$ cat src/rtl/addr_regs.sv
// addr_regs: operand/pointer registers with indexed effective-address adder and a one-cycle high-byte fix-up.
module addr_regs #(
  parameter bit ZP_WRAP = 1'b1
) (
  input  logic       clk,
  input  logic       reset,
  input  logic [3:0] op,
  input  logic       force_fix,
  input  logic [7:0] data_in,
  input  logic [7:0] x,
  input  logic [7:0] y,
  output logic [7:0] dirl,
  output logic [7:0] dirh,
  output logic [7:0] indirl,
  output logic [7:0] indirh,
  output logic       busy,
  output logic       page_cross,
  output logic       cmd_dropped
);
  typedef enum logic {IDLE, FIX} state_t;
  state_t state_q, state_d;
  logic [7:0] dirl_q, dirl_d, dirh_q, dirh_d, indirl_q, indirl_d, indirh_q, indirh_d;
  logic inc_q, inc_d, hsel_q, hsel_d, drop_q, drop_d;
  logic [7:0] idx, base;
  logic [8:0] sum;
  logic fix_op, idx_op, wide;
  assign dirl        = dirl_q;
  assign dirh        = dirh_q;
  assign indirl      = indirl_q;
  assign indirh      = indirh_q;
  assign busy        = state_q == FIX;
  assign page_cross  = state_q == FIX && inc_q;
  assign cmd_dropped = drop_q;
  assign idx    = (op == 4'd6 || op == 4'd8) ? y : x;
  assign base   = op == 4'd9 ? indirl_q : dirl_q;
  assign sum    = {1'b0, base} + {1'b0, idx};
  assign fix_op = op == 4'd7 || op == 4'd8;
  assign idx_op = op == 4'd5 || op == 4'd6 || op == 4'd9;
  assign wide   = fix_op || (!ZP_WRAP && idx_op);
  always_comb begin
    state_d  = IDLE;
    dirl_d   = dirl_q;
    dirh_d   = dirh_q;
    indirl_d = indirl_q;
    indirh_d = indirh_q;
    inc_d    = 1'b0;
    hsel_d   = hsel_q;
    drop_d   = 1'b0;
    if (state_q == FIX) begin
      // hsel_q selects which pair's high byte receives the deferred carry
      if (hsel_q) indirh_d = indirh_q + {7'b0, inc_q};
      else        dirh_d   = dirh_q + {7'b0, inc_q};
      drop_d = op >= 4'd1 && op <= 4'd11;
    end else begin
      case (op)
        4'd1: dirl_d = data_in;
        4'd2: dirh_d = data_in;
        4'd3: indirl_d = data_in;
        4'd4: indirh_d = data_in;
        4'd5, 4'd6, 4'd7, 4'd8: dirl_d = sum[7:0];
        4'd9: indirl_d = sum[7:0];
        4'd10: begin
          dirl_d = indirl_q;
          dirh_d = indirh_q;
        end
        4'd11: begin
          dirl_d   = 8'h00;
          dirh_d   = 8'h00;
          indirl_d = 8'h00;
          indirh_d = 8'h00;
        end
        default: ;
      endcase
      if (wide && (sum[8] || (fix_op && force_fix))) begin
        state_d = FIX;
        inc_d   = sum[8];
        hsel_d  = op == 4'd9;
      end
    end
  end
  always_ff @(posedge clk) begin
    if (reset) begin
      state_q  <= IDLE;
      dirl_q   <= 8'h00;
      dirh_q   <= 8'h00;
      indirl_q <= 8'h00;
      indirh_q <= 8'h00;
      inc_q    <= 1'b0;
      hsel_q   <= 1'b0;
      drop_q   <= 1'b0;
    end else begin
      state_q  <= state_d;
      dirl_q   <= dirl_d;
      dirh_q   <= dirh_d;
      indirl_q <= indirl_d;
      indirh_q <= indirh_d;
      inc_q    <= inc_d;
      hsel_q   <= hsel_d;
      drop_q   <= drop_d;
    end
  end
endmodule
$ cat config.mk
export PLATFORM = sky130hd
export DESIGN_NAME = addr_regs
export DESIGN_NICKNAME = d
export VERILOG_FILES = /design/src/rtl/addr_regs.sv
export SDC_FILE = /design/constraint.sdc
export NUM_CORES = 1
export LEC_CHECK = 0
export ABC_CLOCK_PERIOD_IN_PS = 4100
export BUFFER_PORTS_ARGS = -buffer_cell sky130_fd_sc_hd__buf_2
export CORE_MARGIN = 10
export CORE_UTILIZATION = 35
export CTS_CLUSTER_DIAMETER = 150
export CTS_CLUSTER_SIZE = 10
export DETAILED_ROUTE_END_ITERATION = 8
export PLACE_DENSITY_LB_ADDON = 0.05
export SYNTH_ARGS = -nofsm -noshare
export SYNTH_HDL_FRONTEND = slang
export SYNTH_SLANG_ARGS = --single-unit
$ cat constraint.sdc
create_clock -name clk -period 4.1 [get_ports clk]
set_input_delay 0.41 -clock clk [delete_from_list [all_inputs] [get_ports clk]]
set_output_delay 0.41 -clock clk [all_outputs]
set_load 0.1 [all_outputs]
# Word level (Yosys, flattened, before mapping)
# Cells that the tools add are included.
[op_classes]
addsub = 3
order_cmp = 2
n_eq_ne = 13
mux = 11
bitwise = 2
reduce_logical = 20
[op_table]
columns = ["op", "count"]
rows = [
  ["8-bit 2-to-1 mux", 6],
  ["8-bit case mux with 3 select lines", 2],
  ["8-bit case mux with 4 select lines", 1],
  ["8-bit by 1-bit adder with 8-bit output", 2],
  ["4-bit by 3-bit == test with 1-bit output (second input constant)", 4],
  ["4-bit == test (second input constant)", 4],
  ["8-bit case mux with 2 select lines", 1],
  ["2-bit AND reduction", 5],
  ["8-bit by 8-bit adder with 9-bit output", 1],
  ["4-bit by 2-bit == test with 1-bit output (second input constant)", 2],
  ["4-bit nonzero test", 2],
  ["3-bit nonzero test", 2],
  ["4-bit by 1-bit == test with 1-bit output (second input constant)", 1],
  ["4-bit by 1-bit >= comparator with 1-bit output (second input constant)", 1],
  ["4-bit <= comparator (second input constant)", 1],
  ["1-bit logical AND", 4],
  ["2-bit OR reduction", 2],
  ["4-bit OR reduction", 1],
  ["1-bit logical OR", 3],
  ["3-bit OR reduction", 1],
  ["2-bit by 1-bit != test with 1-bit output (second input constant)", 1],
  ["2-bit != test (second input constant)", 1],
  ["1-bit NOT", 2],
  ["1-bit 2-to-1 mux", 1],
]
[word_totals]
reg_bits = 36
in_bits = 31
out_inout_bits = 35
elab_cells = 59

# Depth between registers and ports, before layout
# Gate-level depths: netlist (run 1).
[depth]
word_depth = 8
mapped_depth = 14
ltp_nobuf = 13

# Worst setup path before layout (run 1)
# OpenSTA, ideal clock, no wires.
[synth_timing]
path_type = "input-to-reg"
start = "in op[3]"
end = "reg dirl_q[7], in the netlist dirl[7]"
setup_ns = 0.134
arrival_ns = 2.881
required_ns = 3.966
setup_slack_ns = 1.085
cell_stages = 12
path_cell_list = "buf_2 -> buf_4 -> nand3b_1 -> nor2_1 -> buf_4 -> mux2_2 -> ha_1 -> a2111o_1 -> or2_2 -> o211a_1 -> o2111ai_1 -> a21oi_1"
[synth_between]
elab_chain_len = 5
elab_cells_between_ends = 16
[synth_lines]
columns = ["item", "line", "source"]
rows = [
  ["start, declared", "7", "input logic [3:0] op,"],
  ["4-bit by 3-bit == test with 1-bit output or 4-bit == test (tied branches)", "34, 55", ""],
  ["1-bit logical OR", "34", "assign idx = (op == 4'd6 || op == 4'd8) ? y : x;"],
  ["8-bit 2-to-1 mux", "34", ""],
  ["8-bit by 8-bit adder with 9-bit output", "36", "assign sum = {1'b0, base} + {1'b0, idx};"],
  ["8-bit case mux with 4 select lines", "55", "case (op)"],
  ["end signal, assigned", "93", "dirl_q <= dirl_d;"],
  ["end, declared", "22", "logic [7:0] dirl_q, dirl_d, dirh_q, dirh_d, indirl_q, indirl_d, indirh_q, indirh_d;"],
]
# Parallel ways exist; a longest one is shown, timed or not.
# A chain may end at the register's enable or synchronous reset.

# Worst setup path after layout (run 1)
[layout_timing]
start = "in op[2]"
end = "reg indirl_q[7], in the netlist indirl[7]"
[layout_between]
elab_chain_len = 5
elab_cells_between_ends = 12
[layout_lines]
columns = ["item", "line", "source"]
rows = [
  ["4-bit by 3-bit == test with 1-bit output or 4-bit == test (tied branches)", "34", ""],
  ["1-bit logical OR", "34", ""],
  ["8-bit 2-to-1 mux", "34", ""],
  ["8-bit by 8-bit adder with 9-bit output", "36", ""],
  ["8-bit case mux with 3 select lines", "55", ""],
  ["end signal, assigned", "95", "indirl_q <= indirl_d;"],
  ["end, declared", "22", ""],
]
# Parallel ways exist; a longest one is shown, timed or not.

==> summary.md, run 1 <==
| Metric | Value |
|---|---|
| Total grt overflow | 0 |
| VDD IR max | 0.126 mV |
| ANT cells | 0 |
| Reg2reg start | indirl[6]$_SDFFE_PP0P_ |
| Top-count cell post-synth | nor2_1 |
| Syn Inst Count | 371 |
| Routability cong. | 0.819 |
| Period minus WS final | 3.09 ns |
| Status | finished, final reports clean |
| Syn_area_per_cell | 7.71 um2 |
| Largest net degree at the start of global routing | 36 |
| Core Util, Final | 42.4% |
| Wire per inst | 17.7 um |
| Number of flops mapped to enable cells by yosys | 0 |
| Seq/Total Area, Yosys | 25.2% |
| Share of layout cells above drive strength 1 | 25.0% |
| Synth warn | 0 |
| Post-route cell area | 3330 um2 |
| Critical path fanouts, max | 23 |
| Core area | 7850 um2 |
| Starting density of the core | 36.4% |
| TritonCTS Buffers | 5 |
| CTS resizes | 0 |
| Part of the cycle the worst path needs | 75.4% |
| Ranking of synthesized cells by area | dfxtp_1, mux2_2, a21oi_1 |
| GRT Util Overall | 15.4% |
| Yosys top cell area share | 25.2% |
| Clk slew on worst S/H paths | 0.07 ns |
| Initial antenna violation count | 0 |
| Synth Flop Type | dfxtp_1 |
| Synthesized flop and latch total | 36 |
| Setup TNS | 0 ns |
| Count of pins over their slew limit | 0 |
| Chip height | 110 um |
| First-pass GRT wire length | 14900 um |
| Async SR Flop Fraction | 0% |
| H-tree Lvls | 2 |
| Die ar. | 12200 um2 |
| Chip width | 110 um |
| Crit Path Category | primary input to register |
| Hold Path Sink | hsel_q$_SDFFE_PP0P_ |
| Worst r2r dst | indirl[7]$_SDFFE_PP0P_ |
| Sink Count | 36 |
| R2r setup slk | 1.90 ns |
| Max_cap viols | 0 |
| Crit path capture type | register |
| Post-CTS Setup Inserts | 0 |
| Drt drc | 0 |
| RSZ-0062 raised after global routing | false |
| Sw frac | 44.4% |
| I/O pin total | 66 |
| Clock Tree Root | clkbuf_8 |
| Leak | 1.39 nW |
| HPWL Detailed | 7120 um |
| Hold Path Class | primary input to register |
| Via-to-Cell Ratio | 5.58 |
| Final Power | 0.00112 W |
| Placed Cells | 523 |
| Slew headroom | 49.0% |
| DRT Pass-1 Iters | 4 |
| Placed inst area | 3250 um2 |
| Seq pwr share | 35.5% |
| Net Sw Power | 0.000497 W |
| Arr. time, crit path | 3.24 ns |
| Buffers on Ports | 65 |
| Hold Path Stages | 4 |
| Startpoint Class | primary input |
| First DRT Iteration DRCs | 131 |
| Nets | 472 |
| Cell Int Power | 0.000622 W |
| Clk pwr share | 22.1% |
| Post-synth top cells | nor2_1, dfxtp_1, nand2_1, a21oi_1, o21ai_0 |
| Pwr dens | 336 nW/um2 |
| Num rows | 32 |
| Syn nets | 415 |
| CTS max path bufs | 2 |
| Finished Layout Cells | 530 |
| Final hold violation count | 0 |
| Wirelength, routed | 9380 um |
| Clk_skew | 0.00971 ns |
| Synth-to-Final Area Change | 16.5% |
| Post-Syn Area | 2860 um2 |
| DR vias | 2959 |
| Fmax | 0.324 GHz |
| Worst-margin pin slew | 0.761 ns |
| Vias in the first global route | 2809 |
| Library cells used by synthesis | 64 |
| CTS tree | built |
| Final ANT Viol Nets | 0 |
| Min-Delay Startpoint | force_fix |
| CTS hold repair buffers | 0 |
| CP required | 4.24 ns |
| Comb power frac | 42.4% |
| Yosys top cell by area | dfxtp_1 |
| R2R cell count | 7 |
| Final Setup Violations | 0 |
| Clock Latency Late Sink | 0.30 ns |
## through the flow
stage,setup WS [ns],hold slack [ns]
detailed placement,0.686,0.451
CTS,0.995,0.465
floorplan,1.09,0.427
global placement,0.766,0.453
finish,1.01,0.456
global route,0.715,0.480
## registers in the layout (all words and copies together) (netlist names)
name	cells
busy	1
cmd_dropped	1
dirh	8
dirl	8
hsel_q	1
inc_q	1
indirh	8
indirl	8
## layout make-up
cell class	instances	area, um2
multi-input combinational	304	1990
sequential	36	721
timing repair buffer	73	385
fill	845	4520
clock inverter	1	5.00
tap	102	128
inverter	8	30.0
clock buffer	6	72.6
## cell usage in the layout (no fill, tap or decap), types with 2 or more instances in the layout
cell / synthesis / routed
a2111oi_0: 2 / 2
a211oi_1: 12 / 12
a211oi_2: 2 / 2
a21o_1: 3 / 3
a21oi_1: 32 / 32
a221oi_1: 3 / 3
a22oi_1: 8 / 8
a311oi_1: 5 / 5
a31oi_1: 4 / 4
a32oi_1: 4 / 4
and2_1: 3 / 3
and3_1: 2 / 2
buf_2: 8 / 65
buf_4: 4 / 8
clkbuf_8: 0 / 5
dfxtp_1: 36 / 36
ha_1: 12 / 12
inv_1: 6 / 6
mux2_2: 16 / 16
mux2i_1: 7 / 7
nand2_1: 35 / 35
nand2b_1: 14 / 14
nand3_1: 14 / 14
nand3b_1: 2 / 2
nor2_1: 41 / 41
nor2b_1: 9 / 9
nor3_1: 11 / 11
nor3b_1: 3 / 3
nor4_1: 3 / 3
o211a_1: 2 / 2
o211ai_1: 2 / 2
o21ai_0: 22 / 22
o31ai_1: 2 / 2
xnor2_1: 2 / 2
xor2_1: 2 / 2
## metal layers
| layer | part of all wire [%] | global-route usage, % |
|---|---|---|
| met2 | 47 | 25.5 |
| met5 | 0 | 0 |
| met3 | 5.2 | 3.13 |
| met4 | 1.8 | 5.05 |
| met1 | 46 | 19.4 |
## power by group through the flow
| stage | sequential, W | clock (W) | combinational (W) |
|---|---|---|---|
| after global placement | 0.000405 | 0 | 0.000474 |
| after floorplan | 0.000563 | 0 | 0.000215 |
| after CTS | 0.000397 | 0.000255 | 0.000476 |
| final | 0.000397 | 0.000248 | 0.000475 |
| after global routing | 0.000401 | 0.000267 | 0.000513 |
| after detailed placement | 0.000406 | 0 | 0.000474 |
## how the worst max path moves through the flow
stage                     depth (start not counted)                endpoint  start
after floorplan                                  12    dirl[7]$_SDFFE_PP0P_  op[3]
after global placement                           12  indirl[7]$_SDFFE_PP0P_  op[2]
after detailed placement                         12  indirl[7]$_SDFFE_PP0P_  op[2]
after CTS                                        12  indirl[7]$_SDFFE_PP0P_  op[2]
after global routing                             12  indirl[5]$_SDFFE_PP0P_  op[2]
final                                            12  indirl[7]$_SDFFE_PP0P_  op[2]
## kinds of logic (layout without fill, tap and decap cells)
family / after synthesis / after routing / synth area share, %
mux: 23 / 23 / 8.75
compound gates: 119 / 119 / 28.8
buf+inv: 31 / 88 / 5.21
xor+xnor: 4 / 4 / 1.23
simple gates: 145 / 145 / 24.9
flops: 36 / 36 / 25.2
fa+ha+maj: 13 / 13 / 5.95
## worst max-delay path, cell delays in order
cell,delay [ns]
buf_2,0.31
nand2_1,0.09
nor2_1,0.10
a21oi_1,0.06
nor2_2,0.44
mux2_2,0.40
ha_1,0.36
a2111o_1,0.44
or2_2,0.28
o211a_1,0.14
o21ai_0,0.10
a311oi_1,0.12
Power figures use the tool's default switching activity.
==> inputs of run 2 (changes only) <==
--- a/config.mk
+++ b/config.mk
@@ -5,7 +5,7 @@
 export SDC_FILE = /design/constraint.sdc
 export NUM_CORES = 1
 export LEC_CHECK = 0
-export ABC_CLOCK_PERIOD_IN_PS = 4100
+export ABC_CLOCK_PERIOD_IN_PS = 3150
 export BUFFER_PORTS_ARGS = -buffer_cell sky130_fd_sc_hd__buf_2
 export CORE_MARGIN = 10
 export CORE_UTILIZATION = 35
==> constraint.sdc (replaced) <==
create_clock -name clk -period 3.15 [get_ports clk]
set_input_delay 0.315 -clock clk [delete_from_list [all_inputs] [get_ports clk]]
set_output_delay 0.315 -clock clk [all_outputs]
set_load 0.1 [all_outputs]
==> run 2 against run 1 <==
Compared with the run above:
- sequential share of layout area is 0.097 points lower
- count of clock-buffer cells in the layout stayed put
- routed wire length is 0.37% lower
- flip-flop and latch count stayed put
- setup slack worse by 0.47 ns
- global-route usage hardly changed
- critical endpoint unchanged
- largest power group unchanged
==> summary.md, run 2 (synthesis gave the netlist of run 1 again) <==
| Metric | Value |
|---|---|
| CTS max path bufs | 2 |
| Final ANT Viol Nets | 0 |
| Num rows | 32 |
| Part of the cycle the worst path needs | 82.9% |
| Wirelength, routed | 9340 um |
| Routability cong. | 0.841 |
| Nets | 474 |
| Fillers | 862 |
| Net Sw Power | 0.000647 W |
| DRT Pass-1 Iters | 5 |
| Wire per inst | 17.6 um |
| Most common cell after layout, fill and taps aside | buf_2 |
| Largest stage delay, worst path | 0.46 ns |
| Most frequent cells in the layout | buf_2, nor2_1, dfxtp_1 |
| Cell Int Power | 0.000813 W |
| Seq pwr share | 35.4% |
| Slew headroom | 53.0% |
| GRT Util Overall | 15.4% |
| First DRT Iteration DRCs | 115 |
| Crit path capture type | register |
| Initial antenna violation count | 0 |
| Pwr dens | 436 nW/um2 |
| Chip height | 110 um |
| Final Setup Violations | 0 |
| Period minus WS final | 2.61 ns |
| H-tree Lvls | 2 |
| Total grt overflow | 0 |
| Placed inst area | 3270 um2 |
| Post-route cell area | 3350 um2 |
| Arr. time, crit path | 2.75 ns |
| Largest net degree at the start of global routing | 36 |
| TritonCTS Buffers | 5 |
| Status | finished, final reports clean |
| Via-to-Cell Ratio | 5.56 |
| Critical path fanouts, max | 9 |
| Vias in the first global route | 2942 |
| Share of layout cells above drive strength 1 | 25.3% |
| First-pass GRT wire length | 14800 um |
| Final hold violation count | 0 |
| Drt drc | 0 |
| Fmax | 0.383 GHz |
| Finished Layout Cells | 532 |
| Die ar. | 12200 um2 |
| Crit Path Category | primary input to register |
| DR vias | 2959 |
| Sw frac | 44.3% |
| Critical Path Slowest Stage Cell | a2111o_1 |
| VDD IR max | 0.173 mV |
| RSZ-0062 raised after global routing | false |
| Comb power frac | 42.5% |
| HPWL Detailed | 7230 um |
| Worst-margin pin slew | 0.705 ns |
| Max_cap viols | 0 |
| Core area | 7850 um2 |
| Clock Tree Root | clkbuf_8 |
| CTS hold repair buffers | 0 |
| Buffers on Ports | 65 |
| Sink Count | 36 |
| Post-CTS Setup Inserts | 0 |
| CTS tree | built |
| Clk slew on worst S/H paths | 0.07 ns |
| Clock Latency Late Sink | 0.29 ns |
| Starting density of the core | 36.4% |
| Startpoint Class | primary input |
| Setup TNS | 0 ns |
| Placed Cells | 525 |
| CTS resizes | 0 |
| CP required | 3.29 ns |
| Synth-to-Final Area Change | 17.0% |
| ANT cells | 0 |
| Clk pwr share | 22.1% |
| Clk_skew | 0.00301 ns |
| Chip width | 110 um |
| Count of pins over their slew limit | 0 |
| Hold Path Class | primary input to register |
| Worst path cell trace | buf_2, nor2_1, a21oi_1, nor2_2, buf_4, mux2_2, ha_1, a2111o_1, or2_2, o211a_1, o21ai_0, a311oi_1 |
| I/O pin total | 66 |
| Leak | 1.40 nW |
==> run 2: layout make-up <==
type | instances | area, um2 | share of cell area (%)
clock buffer | 6 | 72.6 | 2.17
timing repair buffer | 75 | 400 | 12.0
multi-input combinational | 304 | 1990 | 59.5
tap | 102 | 128 | 3.81
clock inverter | 1 | 5.00 | 0.150
sequential | 36 | 721 | 21.5
inverter | 8 | 30.0 | 0.898
==> run 2: power groups by stage <==
stage	Sequential, W	Combinational [W]	Clock, W
3_5_place_dp	0.000527	0.000621	0
6_report	0.000517	0.000620	0.000323
4_1_cts	0.000517	0.000624	0.000330
2_1_floorplan	0.000732	0.000280	0
5_1_grt	0.000522	0.000672	0.000354
3_3_place_gp	0.000528	0.000616	0
==> run 2: metal layers <==
layer / routed length (um) / share of wire (%) / global-route usage (%)
met1: 4100 / 44 / 18.7
met3: 549 / 5.9 / 3.08
met4: 206 / 2.2 / 5.05
met2: 4480 / 48 / 26.3
met5: 0 / 0 / 0
==> run 2: critical path, delay by kind of cell <==
kind | cells | cell delay [ns]
AO/OA/AOI/OAI | 5 | 0.92
AND/OR/NAND/NOR | 3 | 0.49
multiplexers | 1 | 0.36
adder cells (fa/ha/maj) | 1 | 0.36
buffers and inverters | 2 | 0.32
==> run 2: worst paths after layout <==
path / start / to / slack [ns] / cells past startpoint
worst max register to register: busy$_SDFF_PP0_ / indirh[6]$_SDFFE_PP0P_ / 0.77 / 5
worst min-delay path: force_fix / hsel_q$_SDFFE_PP0P_ / 0.35 / 4
worst min register to register: hsel_q$_SDFFE_PP0P_ / hsel_q$_SDFFE_PP0P_ / 0.47 / 2
worst max-delay path: op[1] / indirl[7]$_SDFFE_PP0P_ / 0.54 / 12
==> run 2: stage by stage <==
step                worst slack (ns)  power [W]  util (%)  hold slack (ns)
floorplan                      0.230    0.00101         -            0.427
global placement               0.247    0.00114      41.6            0.458
detailed placement             0.240    0.00115      41.6            0.456
CTS                            0.538    0.00147      42.6            0.350
global route                   0.283    0.00155      42.6            0.381
finish                         0.539    0.00146      42.6            0.350
==> inputs of run 3 (changes only) <==
--- a/config.mk
+++ b/config.mk
@@ -5,7 +5,8 @@
 export SDC_FILE = /design/constraint.sdc
 export NUM_CORES = 1
 export LEC_CHECK = 0
-export ABC_CLOCK_PERIOD_IN_PS = 3150
+export ABC_AREA = 1
+export ABC_CLOCK_PERIOD_IN_PS = 2600
 export BUFFER_PORTS_ARGS = -buffer_cell sky130_fd_sc_hd__buf_2
 export CORE_MARGIN = 10
 export CORE_UTILIZATION = 35
==> constraint.sdc (replaced) <==
create_clock -name clk -period 2.6 [get_ports clk]
set_input_delay 0.26 -clock clk [delete_from_list [all_inputs] [get_ports clk]]
set_output_delay 0.26 -clock clk [all_outputs]
set_load 0.1 [all_outputs]
==> run 3 against run 2 <==
Compared with the run above:
- synthesized cell count is 29% higher
- setup slack worse by 0.22 ns
- synthesized area is 1.8% higher
- power rose by 35%
- final cell count grew 23%
- global-route usage decreased by 0.20 points
- highest routed layer unchanged
- count of clock-buffer cells in the layout shrank 1
- flip-flop and latch count unchanged
- first-iteration DRC count increased by 29%
==> summary.md, run 3 <==
| Metric | Value |
|---|---|
| Post-CTS Setup Inserts | 0 |
| Starting density of the core | 35.8% |
| Part of the cycle the worst path needs | 87.8% |
| Clk pwr share | 26.0% |
| Drt drc | 0 |
| Critical Path Slowest Stage Cell | o21ai_2 |
| Num rows | 33 |
| Yosys top cell area share | 24.8% |
| Net Sw Power | 0.000892 W |
| Ranking of synthesized cells by area | dfxtp_1, nand2_1, inv_1 |
| CTS resizes | 0 |
| Sw frac | 45.2% |
| RSZ-0062 raised after global routing | false |
| Synth Flop Type | dfxtp_1 |
| Fmax | 0.438 GHz |
| Async SR Flop Fraction | 0% |
| Arr. time, crit path | 2.50 ns |
| Via-to-Cell Ratio | 4.87 |
| Die ar. | 12400 um2 |
| Worst path cell trace | buf_2, inv_1, nand2_1, o21ai_2, buf_4, mux2_2, ha_1, nand2_1, inv_1, a21oi_1, nand2_1, nand2_1, nand3_1, a21oi_1 |
| Setup WS post-layout | 0.317 ns |
| Total grt overflow | 0 |
| Syn_area_per_cell | 6.09 um2 |
| Core area | 8130 um2 |
| Chip width | 111 um |
| Final hold violation count | 0 |
| Seq pwr share | 32.3% |
| Seq/Total Area, Yosys | 24.8% |
| Crit Path Category | primary input to register |
| Share of layout cells above drive strength 1 | 21.5% |
| Stages on the worst setup path | 14 |
| Placed inst area | 3370 um2 |
| Comb power frac | 41.7% |
| Post-Syn Area | 2910 um2 |
| VDD IR max | 0.302 mV |
| Wirelength, routed | 9600 um |
| Nets | 592 |
| CTS hold repair buffers | 0 |
| Largest net degree at the start of global routing | 20 |
| Final Setup Violations | 0 |
| Clk_skew | 0.00746 ns |
| Syn Inst Count | 478 |
| Yosys top cell by area | dfxtp_1 |
| Vias in the first global route | 3227 |
| Most frequent cells in the layout | nand2_1, buf_2, inv_1 |
| Library cells used by synthesis | 34 |
| Number of flops mapped to enable cells by yosys | 0 |
| Initial antenna violation count | 0 |
| Buffers on Ports | 65 |
| R2r setup slk | 0.61 ns |
| CP required | 2.82 ns |
| Slew headroom | 67.3% |
| Post-synth top cells | nand2_1, inv_1, nor2_1, o21ai_0, a21oi_1 |
| DR vias | 3188 |
| Worst slack, placed | -0.0217 ns |
| Sink Count | 36 |
| Synth warn | 0 |
| Period minus WS final | 2.28 ns |
| CTS tree | built |
| Hold Path Stages | 2 |
| Cell mode on critical path | nand2_1 |
| Synth-to-Final Area Change | 19.7% |
| Hold Path Class | primary input to register |
| Critical path fanouts, max | 8 |
| Synthesized flop and latch total | 36 |
| CTS max path bufs | 2 |
| Leak | 1.80 nW |
| First DRT Iteration DRCs | 148 |
| Count of pins over their slew limit | 0 |
| Largest stage delay, worst path | 0.37 ns |
| Max_cap viols | 0 |
| ANT cells | 0 |
| R2R cell count | 13 |
| Worst r2r dst | hsel_q$_SDFFE_PP0P_ |
| Post-route cell area | 3480 um2 |
| Routability cong. | 0.874 |
| Cell Int Power | 0.00108 W |
| Reg2reg start | dirl[0]$_SDFFE_PP0P_ |
| Wire per inst | 14.7 um |
| Clock Latency Late Sink | 0.29 ns |
| Clock Tree Root | clkbuf_8 |
| HPWL Detailed | 7520 um |
| I/O pin total | 66 |
| Crit path capture type | register |
| TritonCTS Buffers | 5 |
| Most common cell after layout, fill and taps aside | nand2_1 |
| Pwr dens | 566 nW/um2 |
| Worst path top cell family by delay | compound AO/OA/AOI/OAI gates |
| WP buf/inv | 4 |
| Syn nets | 522 |
| Top-count cell post-synth | nand2_1 |
| Setup crit start | op[0] |
| Worst-margin pin slew | 0.490 ns |
| Status | finished, final reports clean |
| GRT Util Overall | 15.2% |
| H-tree Lvls | 2 |
| Chip height | 111 um |
| First-pass GRT wire length | 16000 um |
| Clk slew on worst S/H paths | 0.08 ns |
| Crit path capture | dirl[7]$_SDFFE_PP0P_ |
| Startpoint Class | primary input |
| Final ANT Viol Nets | 0 |
| DRT Pass-1 Iters | 5 |
## run 3: area by class of cell
class                           count  area [um2]
Clock buffer                        5        68.8
Clock inverter                      3        42.5
Fill cell                         887        4650
Inverter                           66         248
Multi-Input combinational cell    364        1870
Sequential cell                    36         721
Tap cell                          105         131
Timing Repair Buffer               75         400
## run 3: routing by layer
metal	track usage [%]	up-vias	routed length (um)
li1	-	1680	-
met1	20.2	1403	4630
met2	24.5	96	4360
met3	3.03	9	490
met4	3.26	0	118
met5	0	-	0
## run 3: power by group through the flow
stage	Combinational (W)	Sequential, W	Clock, W
global placement	0.000824	0.000649	0
finish	0.000822	0.000637	0.000513
CTS	0.000827	0.000637	0.000531
global route	0.000899	0.000646	0.000544
detailed placement	0.000823	0.000650	0
floorplan	0.000338	0.000957	0
## run 3: kinds of logic after synthesis
logic type               share of synthesized area (%)
XOR/XNOR                                         0.602
flip-flops                                        24.8
AO/OA/AOI/OAI                                     18.2
multiplexers                                      2.71
adder cells (fa/ha/maj)                           5.85
AND/OR/NAND/NOR                                   37.0
buffers and inverters                             10.9
## run 3: how the worst min path moves through the flow
stage / startpoint / end / slack [ns]
floorplan: hsel_q$_SDFFE_PP0P_ / hsel_q$_SDFFE_PP0P_ / 0.43
global placement: hsel_q$_SDFFE_PP0P_ / hsel_q$_SDFFE_PP0P_ / 0.45
detailed placement: hsel_q$_SDFFE_PP0P_ / hsel_q$_SDFFE_PP0P_ / 0.46
CTS: reset / busy$_SDFF_PP0_ / 0.28
global route: reset / hsel_q$_SDFFE_PP0P_ / 0.30
finish: reset / busy$_SDFF_PP0_ / 0.29
## run 3: stage by stage
stage,util (%),std cells,power (W),setup TNS (ns),hold WS [ns]
2_1_floorplan,-,478,0.00130,0,0.431
3_3_place_gp,41.5,646,0.00147,0,0.448
3_5_place_dp,41.5,646,0.00147,-0.0238,0.460
4_1_cts,42.8,654,0.00200,0,0.278
5_1_grt,42.8,654,0.00209,0,0.304
6_report,42.8,654,0.00197,0,0.285
## run 3: worst register-to-register path: stages (launching register included)
cell     delay (ns)
dfxtp_1        0.33
inv_1          0.05
o21ai_0        0.18
ha_1           0.20
inv_1          0.05
fa_1           0.40
inv_1          0.07
nand2_1        0.05
nand2_1        0.12
nand3_1        0.11
nand3_1        0.14
nand2_1        0.08
nand2_1        0.07
nor2_1         0.04
